**src/rtl/key_pkg.sv**
```systemverilog
// Shared definitions for the push-button conditioning path.
//
// Contents:
//   rpt_state_e          per-channel auto-repeat state (UP, HOLD, REPEAT)
//   DEBOUNCE_20MS        20 ms of stable level at 50 MHz
//   REPEAT_DELAY_500MS   hold time before the first auto-repeat at 50 MHz
//   REPEAT_PERIOD_100MS  spacing of subsequent auto-repeats at 50 MHz
//   cnt_width()          counter width for a count of n states (never 0)
//   max_int()            larger of two integers, for sizing shared counters
package key_pkg;

  typedef enum logic [1:0] {
    UP     = 2'd0,
    HOLD   = 2'd1,
    REPEAT = 2'd2
  } rpt_state_e;

  localparam int DEBOUNCE_20MS       = 1000000;
  localparam int REPEAT_DELAY_500MS  = 25000000;
  localparam int REPEAT_PERIOD_100MS = 5000000;

  // A counter that runs 0..n-1 needs $clog2(n) bits; keep at least one bit
  // so degenerate parameter values still elaborate.
  function automatic int cnt_width(input int n);
    return (n > 1) ? $clog2(n) : 1;
  endfunction

  function automatic int max_int(input int a, input int b);
    return (a > b) ? a : b;
  endfunction

endpackage

```
**src/rtl/key_conditioner_if.sv**
```systemverilog
// Bundle between the raw DE1 KEY pins and the downstream counter/display
// logic.
//
// Signals:
//   key_n          raw asynchronous keys, 0 = pressed (into the conditioner)
//   key_down       debounced level, 1 = pressed
//   press_pulse    1-cycle strobe on an accepted press
//   release_pulse  1-cycle strobe on an accepted release
//   repeat_pulse   1-cycle strobe per auto-repeat while held
//   rpt_state      per-channel repeat FSM state (debug visibility)
//
// Handshake: there is no valid/ready pair. Every strobe is a single-cycle,
// fire-and-forget event with no backpressure; a consumer must act on it in
// the cycle it is high. key_down is a level and may be sampled at any time.
//
// Modports:
//   slave   the conditioner (consumes key_n, produces everything else)
//   master  the upstream/consumer side (drives key_n, observes the rest)
interface key_conditioner_if #(
  parameter int NUM_KEYS = 4
);

  logic [NUM_KEYS-1:0]      key_n;
  logic [NUM_KEYS-1:0]      key_down;
  logic [NUM_KEYS-1:0]      press_pulse;
  logic [NUM_KEYS-1:0]      release_pulse;
  logic [NUM_KEYS-1:0]      repeat_pulse;
  logic [NUM_KEYS-1:0][1:0] rpt_state;

  modport slave (
    input  key_n,
    output key_down,
    output press_pulse,
    output release_pulse,
    output repeat_pulse,
    output rpt_state
  );

  modport master (
    output key_n,
    input  key_down,
    input  press_pulse,
    input  release_pulse,
    input  repeat_pulse,
    input  rpt_state
  );

endinterface

```
**src/rtl/key_debounce_ch.sv**
```systemverilog
// One key channel: 2-flop synchroniser, stability filter and auto-repeat FSM.
//
// Ports:
//   i_clk, i_rst_n  clock and asynchronous active-low reset
//   i_key_n         raw key, 0 = pressed
//   o_key_down      debounced level, 1 = pressed
//   o_press         1-cycle strobe, same cycle o_key_down rises
//   o_release       1-cycle strobe, same cycle o_key_down falls
//   o_repeat        1-cycle auto-repeat strobe while held
//   o_state         repeat FSM state (debug)
module key_debounce_ch
  import key_pkg::*;
#(
  parameter int DEBOUNCE_CYCLES = DEBOUNCE_20MS,
  parameter int REPEAT_EN       = 1,
  parameter int REPEAT_DELAY    = REPEAT_DELAY_500MS,
  parameter int REPEAT_PERIOD   = REPEAT_PERIOD_100MS
) (
  input  logic       i_clk,
  input  logic       i_rst_n,
  input  logic       i_key_n,
  output logic       o_key_down,
  output logic       o_press,
  output logic       o_release,
  output logic       o_repeat,
  output rpt_state_e o_state
);

  localparam int DW = cnt_width(DEBOUNCE_CYCLES);
  localparam int RW = cnt_width(max_int(REPEAT_DELAY, REPEAT_PERIOD));

  localparam logic [DW-1:0] DB_LAST     = DW'(DEBOUNCE_CYCLES - 1);
  localparam logic [RW-1:0] DELAY_LAST  = RW'(REPEAT_DELAY - 1);
  localparam logic [RW-1:0] PERIOD_LAST = RW'(REPEAT_PERIOD - 1);

  // Synchroniser holds the raw active-low level; reset to 1 = released.
  logic r_sync1;
  logic r_sync2;
  logic w_sync;

  logic [DW-1:0] r_stable_cnt;
  logic          r_key_down;
  logic          r_press;
  logic          r_release;
  logic          w_differ;
  logic          w_accept;
  logic          w_accept_press;
  logic          w_accept_release;

  rpt_state_e    r_state;
  rpt_state_e    w_state_nxt;
  logic [RW-1:0] r_rpt_cnt;
  logic [RW-1:0] w_rpt_cnt_nxt;
  logic          r_repeat;
  logic          w_repeat_nxt;

  always_ff @(posedge i_clk or negedge i_rst_n) begin
    if (!i_rst_n) begin
      r_sync1 <= 1'b1;
      r_sync2 <= 1'b1;
    end else begin
      r_sync1 <= i_key_n;
      r_sync2 <= r_sync1;
    end
  end

  assign w_sync   = ~r_sync2;
  assign w_differ = (w_sync != r_key_down);
  // The level flips only after DEBOUNCE_CYCLES consecutive mismatching
  // samples: the counter has seen DEBOUNCE_CYCLES-1 of them and this cycle
  // still mismatches.
  assign w_accept         = w_differ && (r_stable_cnt == DB_LAST);
  assign w_accept_press   = w_accept && !r_key_down;
  assign w_accept_release = w_accept && r_key_down;

  always_ff @(posedge i_clk or negedge i_rst_n) begin
    if (!i_rst_n) begin
      r_stable_cnt <= '0;
      r_key_down   <= 1'b0;
      r_press      <= 1'b0;
      r_release    <= 1'b0;
    end else begin
      if (!w_differ || w_accept) begin
        r_stable_cnt <= '0;
      end else begin
        r_stable_cnt <= r_stable_cnt + DW'(1);
      end
      if (w_accept) begin
        r_key_down <= ~r_key_down;
      end
      r_press   <= w_accept_press;
      r_release <= w_accept_release;
    end
  end

  always_ff @(posedge i_clk or negedge i_rst_n) begin
    if (!i_rst_n) begin
      r_state   <= UP;
      r_rpt_cnt <= '0;
      r_repeat  <= 1'b0;
    end else begin
      r_state   <= w_state_nxt;
      r_rpt_cnt <= w_rpt_cnt_nxt;
      r_repeat  <= w_repeat_nxt;
    end
  end

  // A release accepted on the same edge as a repeat terminal count wins:
  // the channel returns to UP and that repeat is dropped.
  always_comb begin
    w_state_nxt   = r_state;
    w_rpt_cnt_nxt = r_rpt_cnt;
    w_repeat_nxt  = 1'b0;
    case (r_state)
      UP: begin
        w_rpt_cnt_nxt = '0;
        if (w_accept_press) begin
          w_state_nxt = HOLD;
        end
      end
      HOLD: begin
        if (w_accept_release) begin
          w_state_nxt   = UP;
          w_rpt_cnt_nxt = '0;
        end else if (r_rpt_cnt == DELAY_LAST) begin
          w_state_nxt   = REPEAT;
          w_rpt_cnt_nxt = '0;
          w_repeat_nxt  = 1'b1;
        end else begin
          w_rpt_cnt_nxt = r_rpt_cnt + RW'(1);
        end
      end
      REPEAT: begin
        if (w_accept_release) begin
          w_state_nxt   = UP;
          w_rpt_cnt_nxt = '0;
        end else if (r_rpt_cnt == PERIOD_LAST) begin
          w_rpt_cnt_nxt = '0;
          w_repeat_nxt  = 1'b1;
        end else begin
          w_rpt_cnt_nxt = r_rpt_cnt + RW'(1);
        end
      end
      default: begin
        w_state_nxt   = UP;
        w_rpt_cnt_nxt = '0;
      end
    endcase
    if (REPEAT_EN == 0) begin
      w_state_nxt   = UP;
      w_rpt_cnt_nxt = '0;
      w_repeat_nxt  = 1'b0;
    end
  end

  assign o_key_down = r_key_down;
  assign o_press    = r_press;
  assign o_release  = r_release;
  assign o_repeat   = r_repeat;
  assign o_state    = r_state;

endmodule

```
**src/rtl/key_conditioner.sv**
```systemverilog
// Push-button conditioner for the DE1 KEY inputs: one independent
// synchronise/debounce/auto-repeat channel per key, outputs packed into
// vectors on the bus interface.
//
// Ports:
//   clk    system clock
//   rst_n  asynchronous active-low reset; clears every channel at once
//   bus    key_conditioner_if.slave (key_n in; key_down, press_pulse,
//          release_pulse, repeat_pulse, rpt_state out)
module key_conditioner
  import key_pkg::*;
#(
  parameter int NUM_KEYS        = 4,
  parameter int DEBOUNCE_CYCLES = DEBOUNCE_20MS,
  parameter int REPEAT_EN       = 1,
  parameter int REPEAT_DELAY    = REPEAT_DELAY_500MS,
  parameter int REPEAT_PERIOD   = REPEAT_PERIOD_100MS
) (
  input logic               clk,
  input logic               rst_n,
  key_conditioner_if.slave  bus
);

  for (genvar g = 0; g < NUM_KEYS; g++) begin : g_ch
    rpt_state_e w_state;

    key_debounce_ch #(
      .DEBOUNCE_CYCLES (DEBOUNCE_CYCLES),
      .REPEAT_EN       (REPEAT_EN),
      .REPEAT_DELAY    (REPEAT_DELAY),
      .REPEAT_PERIOD   (REPEAT_PERIOD)
    ) u_ch (
      .i_clk      (clk),
      .i_rst_n    (rst_n),
      .i_key_n    (bus.key_n[g]),
      .o_key_down (bus.key_down[g]),
      .o_press    (bus.press_pulse[g]),
      .o_release  (bus.release_pulse[g]),
      .o_repeat   (bus.repeat_pulse[g]),
      .o_state    (w_state)
    );

    assign bus.rpt_state[g] = w_state;
  end

endmodule

```
**src/flat_wrapper.sv**
```systemverilog
// flat-port wrapper written by rule: the top's interface ports become plain ports
module key_conditioner_flat import key_pkg::*;
#(
  parameter int NUM_KEYS        = 4,
  parameter int DEBOUNCE_CYCLES = DEBOUNCE_20MS,
  parameter int REPEAT_EN       = 1,
  parameter int REPEAT_DELAY    = REPEAT_DELAY_500MS,
  parameter int REPEAT_PERIOD   = REPEAT_PERIOD_100MS
)
  (clk, rst_n, bus_key_n, bus_key_down, bus_press_pulse, bus_release_pulse, bus_repeat_pulse, bus_rpt_state);
  key_conditioner_if #(.NUM_KEYS(NUM_KEYS)) bus_i ();
  input logic clk;
  input logic rst_n;
  input wire logic [$bits(bus_i.key_n)-1:0] bus_key_n;
  output wire logic [$bits(bus_i.key_down)-1:0] bus_key_down;
  output wire logic [$bits(bus_i.press_pulse)-1:0] bus_press_pulse;
  output wire logic [$bits(bus_i.release_pulse)-1:0] bus_release_pulse;
  output wire logic [$bits(bus_i.repeat_pulse)-1:0] bus_repeat_pulse;
  output wire logic [$bits(bus_i.rpt_state)-1:0] bus_rpt_state;
  assign bus_i.key_n = bus_key_n;
  assign bus_key_down = bus_i.key_down;
  assign bus_press_pulse = bus_i.press_pulse;
  assign bus_release_pulse = bus_i.release_pulse;
  assign bus_repeat_pulse = bus_i.repeat_pulse;
  assign bus_rpt_state = bus_i.rpt_state;
  key_conditioner #(.NUM_KEYS(NUM_KEYS), .DEBOUNCE_CYCLES(DEBOUNCE_CYCLES), .REPEAT_EN(REPEAT_EN), .REPEAT_DELAY(REPEAT_DELAY), .REPEAT_PERIOD(REPEAT_PERIOD)) u_core (.clk(clk), .rst_n(rst_n), .bus(bus_i));
endmodule
```
**config.mk**
```make
export PLATFORM = sky130hd
export DESIGN_NAME = key_conditioner_flat
export DESIGN_NICKNAME = d
export VERILOG_FILES = /design/src/rtl/key_pkg.sv /design/src/rtl/key_conditioner_if.sv /design/src/rtl/key_debounce_ch.sv /design/src/rtl/key_conditioner.sv /design/src/flat_wrapper.sv
export SDC_FILE = /design/constraint.sdc
export NUM_CORES = 1
export LEC_CHECK = 0
export CORE_MARGIN = 4
export CORE_UTILIZATION = 55
export DETAILED_ROUTE_END_ITERATION = 8
export PLACE_DENSITY_LB_ADDON = 0.15
export SLEW_MARGIN = 15
export SYNTH_ARGS = -nofsm -noshare
export SYNTH_HDL_FRONTEND = slang
export SYNTH_SLANG_ARGS = --single-unit
export TNS_END_PERCENT = 1
```
**constraint.sdc**
```tcl
create_clock -name clk -period 2.2 [get_ports clk]
set_input_delay 0.66 -clock clk [delete_from_list [all_inputs] [get_ports clk]]
set_output_delay 0.66 -clock clk [all_outputs]
set_load 0.01 [all_outputs]
```
After elaboration in Yosys (flattened, before gate mapping)
Cells that the tools add are included.
- flip-flop bits (word level): 212
- logic and storage cells: 184
- output and inout bits: 24
- multiplexer cells: 64
- equality and inequality tests: 36
- bitwise logic cells: 8
- reductions and logical operators: 32
- add/subtract/negate cells: 8
- operator list (cell ; count):
    25-bit two-way mux ; 16
    25-bit case mux with 2 select lines ; 4
    25-bit by 1-bit adder with 25-bit output (second input constant) ; 4
    25-bit by 23-bit equality test with 1-bit output (second input constant) ; 4
    25-bit equality test (second input constant) ; 4
    20-bit by 1-bit adder with 20-bit output (second input constant) ; 4
    20-bit equality test (second input constant) ; 4
    20-bit two-way mux ; 4
    2-bit two-way mux ; 16
    2-bit case mux with 3 select lines ; 4
    1-bit two-way mux ; 16
    2-bit != test (second input constant) ; 8
    1-bit logical AND ; 12
    3-bit != test (second input constant) ; 4
    3-bit AND reduction ; 4
    2-bit by 1-bit equality test with 1-bit output (second input constant) ; 4
    2-bit equality test (second input constant) ; 4
    1-bit zero test ; 8
    2-bit zero test ; 4
    1-bit inverter ; 8
    1-bit case mux with 2 select lines ; 4
    1-bit logical OR ; 4
    1-bit != test ; 4

Depth between registers and ports, before layout
- word-level depth: 6
- gate-level depth with buffers: 8
- mapped depth without buffers: 7

By module
From an unflattened synthesis, not the netlist that was laid out.
- cells, all modules: 1077
- area, all modules: 10470.0 um^2
- by module, submodules not included (module ; times used ; cells an instance ; area each (um^2)):
    key_debounce_ch (u_core.g_ch[1].u_ch ...) ; 2 ; 270 ; 2618.8
    key_debounce_ch (u_core.g_ch[0].u_ch) ; 1 ; 271 ; 2622.5
    key_debounce_ch (u_core.g_ch[3].u_ch) ; 1 ; 266 ; 2610.0

Least setup slack after synthesis
Ideal clock, no wire load.
- path type: register to register
- start point: register u_core.g_ch[0].u_ch.r_stable_cnt[8]
- end point: register u_core.g_ch[0].u_ch.r_state[0]
- slack: -135 ps
- arrival time: 2207 ps
- required time: 2072 ps
- stages on the path, launching flop included: 6
- period minus slack after synthesis: 2335 ps
- buffers on the path: 0
- cell sequence: dfrtp_1 > or4b_1 > or4_4 > or4_4 > o2bb2ai_2 > mux2_1
- longest elaborated chain between the ends: 5
- elaborated cells between the ends (all ways): 10
- those cells by class: eq/ne: 4; mux: 2; reduce/logical: 4
- RTL lines (item ; line ; RTL):
    start, declared ; key_debounce_ch.sv:41 ; logic [DW-1:0] r_stable_cnt;
    start signal, assigned ; key_debounce_ch.sv:86 ; r_stable_cnt <= r_stable_cnt + DW'(1);
    20-bit equality test * ; key_debounce_ch.sv:72 ; assign w_accept = w_differ && (r_stable_cnt == DB_LAST);
    1-bit logical AND * ; key_debounce_ch.sv:72 ;
    1-bit logical AND (on tied branches) ; key_debounce_ch.sv:74, key_debounce_ch.sv:73 ;
    3-bit != test (no line), or another cell as far along ; -- ;
    3-bit AND reduction (no line) or 2-bit case mux with 3 select lines (tied branches) ; -- ;
    end signal, assigned ; key_debounce_ch.sv:102 ; r_state <= w_state_nxt;
    end, declared ; key_debounce_ch.sv:50 ; rpt_state_e r_state;
Every way passes the cells marked *; elsewhere a longest branch is shown, timed or not.
A chain may end at the register's enable or synchronous reset.

Worst setup path after layout
Ends and elaborated chain as after synthesis.

==> summary.md <==
| Metric | Value |
|---|---|
| Arr. time, crit path | 2.74 ns |
| Worst hold path type | input port to asynchronous set/reset pin |
| CTS tree | built |
| Worst-skew pair later-pin latency | about 0.5 ns |
| Endpoints failing setup | 29 |
| Largest stage delay on the critical path | 0.52 ns |
| H-tree depth | 1 |
| Vias per std cell | between 5 and 6 |
| Global-route usage over all layers | 19.3% |
| Dominant synthesized flop cell | dfrtp_1 |
| Largest net degree at the start of global routing | 59 |
| Placed Area | between 10000 and 15000 µm² |
| Slew headroom | 58.8% |
| Area Growth Syn to Fin | 19.8% |
| Buffers on Ports | 29 |
| Setup crit start kind | register |
| Setup slack after placement | -0.143 ns |
| Fin crit share | 107% |
| First-pass DRT Iterations | 5 |
| Post-Synth Simple-Gate Area | 26.5% |
| Worst-margin pin slew | 0.614 ns |
| Row cnt | 50 |
| Worst-path maximum fanout | 5 |
| Register bit count reported by yosys | 212 |
| Synth Instances | 1075 |
| Residual DRC | 0 |
| Die X | 147 µm |
| Starting Density | 56.2% |
| Slew Viols, Final | 0 |
| Vias | between 7k and 8k |
| PD cells | ~670 nW/µm² |
| Root Driver | clkbuf_16 |
| Unrepaired setup endpoints after global routing | true |
| F_max | 0.427 GHz |
| Final Critical Period | roughly 2.3 ns |
| Diodes inserted | 0 |
| Asr flop ratio synth | 100% |
| Post-synthesis cell area | ~11000 µm² |
| Final design utilization | between 60% and 70% |
| Post-synthesis adder-cell area fraction | 2.37% |
| Synth top area share | 48.4% |
| Die Y | around 150 µm |
| Mean area per synthesized cell | approximately 10 µm² |
| Failing checks | setup timing |
| Fin Clk Skew | 0.0119 ns |
| Critical path's top delay family | simple AND/OR/NAND/NOR gates |
| CTS sink cnt | about 210 |
| Compound-Gate Fraction of Synth Area | 3.01% |
| Reg2Reg Launch Point | u_core.g_ch[0].u_ch.r_stable_cnt[8] |
| Final Routed Wirelength | 20.3 mm |
| Crit path cell chain | or4b_1 > or4_4 > or4_4 > o2bb2ai_2 > mux2_4 |
| Mux cell area share after synthesis | 0.427% |
| Critical path class | register to register |
| Buf/Inv on CP | 0 |
| Number of fill cells in the layout | 1464 |
| Max_cap viols | 0 |
| Crit path capture type | register |
| Yosys warnings | 0 |
| Ports | 30 |
| Setup WS post-layout | -0.144 ns |
| Routed WL per cell | 14.3 µm |
| Number of antenna violations at the first check in global routing | 1 |
| Clock transition at path regs | ~0.060 ns |
| XOR/XNOR share of the synthesized area | 13.9% |
| Fin area | around 13000 µm² |
| Vias in the first global route | approximately 7.7k |
| Final count of hold timing violations | 0 |
| Origin of the worst setup path | u_core.g_ch[0].u_ch.r_stable_cnt[8] |
| Register area share after synthesis | 50.4% |
| Outcome | complete, but fails checks |
| Main combinational cell family by area after synthesis | simple AND/OR/NAND/NOR gates |
| Post-DRT Antenna Nets | 0 |
| GP Congestion | 0.811 |
| Area contributors post-synth | dfrtp_1 (48%), nor2_1 (7.6%), xor2_1 (7.0%) |
| Synth unique cells | 58 |
| Max Buffers Root-to-Sink | 3 |
| Congestion Overflow GR | 0 |
| First-pass GRT wire length | 35.8 mm |
| Worst path slowest cell | or4b_1 |
| Nets | 1193 |
| Most common cell on crit path | or4_4 |
| Leak pwr | 5.24 nW |
| Number of synthesized flops with an enable pin | 0 |
| VDD IR max | approximately 580 µV |
| Half-perimeter wire length after placement | 13.7 mm |
| Area leader, netlist | dfrtp_1 |
| Hold Buf Count CTS | 0 |
| Syn_nets | 1101 |
| Full die area | 21500 µm² |
| Layout cell share with drive strength beyond 1 | 13.8% |
| Required time of the worst setup path | 2.59 ns |
| Violation count after the first detailed-route iteration | 429 |
| Core Region | 18800 µm² |
| Total CTS buffers | 24 |
==> path summary, 6_finish.rpt <==
path / end / slack (ns) / cells after the start
max in group asynchronous: u_core.g_ch[2].u_ch.r_sync1 / 1.53 / 2
max: u_core.g_ch[0].u_ch.o_state[0] / -0.14 / 5
min reg2reg: u_core.g_ch[0].u_ch.r_sync2 / 0.36 / 0
max reg2reg: u_core.g_ch[0].u_ch.o_state[0] / -0.14 / 5
min: u_core.g_ch[0].u_ch.r_stable_cnt[1] / 0.02 / 1
min in group clk: u_core.g_ch[0].u_ch.r_sync2 / 0.36 / 0
==> layout by cell type, fill, tap and decap left out, drive strengths merged, types with 24 or more instances in the layout <==
master / count
and3: 31
buf: 77
clkbuf: 32
clkdlybuf4s50: 24
dfrtp: 204
inv: 34
nand2: 64
nand3: 63
nand4: 52
nor2: 213
nor3: 39
xnor2: 83
xor2: 84
==> cells by family after synthesis <==
group	count (synthesis)
adder cells (fa/ha/maj)	20
AO/OA/AOI/OAI	45
AND/OR/NAND/NOR	554
flip-flops	212
multiplexers	4
XOR/XNOR	167
buffers and inverters	73
==> routing by layer <==
| layer | wire length [µm] | part of all wire [%] | GRT usage (%) | vias up |
|---|---|---|---|---|
| li1 | - | - | - | 3850 |
| met1 | 9560 | 47 | 27.2 | 3786 |
| met2 | 9700 | 48 | 31.7 | 105 |
| met3 | 660 | 3.3 | 2.98 | 23 |
| met4 | 353 | 1.7 | 4.37 | 0 |
| met5 | 0 | 0 | 0 | - |
==> worst register-to-register path, delay by kind of cell, from the launching register on <==
kind	cells	cell delay [ns]
simple gates	3	1.41
flops	1	0.37
compound gates	1	0.14
mux	1	0.30
==> through the flow <==
stage	std cells	hold slack, ns	setup TNS (ns)	power, mW
after floorplan	1075	0.345	-3.57	4.07
after global placement	1374	0.346	-2.09	4.22
after detailed placement	1374	0.348	-7.04	4.22
after CTS	1418	0.0116	-1.22	8.56
after global routing	1419	0.0234	-6.03	8.75
final	1419	0.0186	-0.896	8.44
==> registers in the layout, summed over array words and instances (netlist names) <==
| name | cells |
|---|---|
| u_core.g_ch.u_ch.r_sync1 | 4 |
| u_core.g_ch.u_ch.r_rpt_cnt | 100 |
| u_core.g_ch.u_ch.r_sync2 | 4 |
| u_core.g_ch.u_ch.o_release | 4 |
| u_core.g_ch.u_ch.o_press | 4 |
| u_core.g_ch.u_ch.o_key_down | 4 |
| u_core.g_ch.u_ch.o_state | 8 |
| u_core.g_ch.u_ch.r_stable_cnt | 80 |
| u_core.g_ch.u_ch.o_repeat | 4 |
==> power by group <==
part | switching (mW) | total (mW) | internal, mW
Clock | 1.58 | 4.29 | 2.71
Sequential | 0.0213 | 3.95 | 3.93
Combinational | 0.123 | 0.195 | 0.0723
Total | 1.72 | 8.44 | 6.72
==> repair_timing <==
action | in CTS | in global routing
hold endpoints to repair | 0 | 0
setup buffers | 0 | 1
endpoints found under the setup margin | 125 | 109
cloned | 0 | 0
resized for setup | 18 | 12
pin swaps | 0 | 2
==> layout make-up <==
class,count,area (µm²),share of cell area (%)
clock buffer,32,702,5.56
inverter,34,128,1.01
timing repair buffer,105,1040,8.22
multi-input combinational,790,4980,39.4
clock inverter,12,173,1.37
tap,234,293,2.32
sequential,212,5320,42.1
==> synth_stat cells (4+ instances only) <==
cell type and count:
a21oi_1 4, and2_1 6, and3_1 31, and4_1 18, buf_2 8, buf_4 20
clkbuf_1 11, dfrtp_1 204, dfstp_2 8, ha_1 20, inv_1 34, nand2_1 61
nand3_1 63, nand4_1 52, nor2_1 213, nor2b_1 7, nor3_1 38, nor4_1 15
nor4b_1 6, nor4bb_1 4, o21ai_0 13, o31ai_1 8, or2_2 5, or3_1 4
or4_1 5, or4_4 4, xnor2_1 83, xor2_1 84
Power figures use the tool's default switching activity.
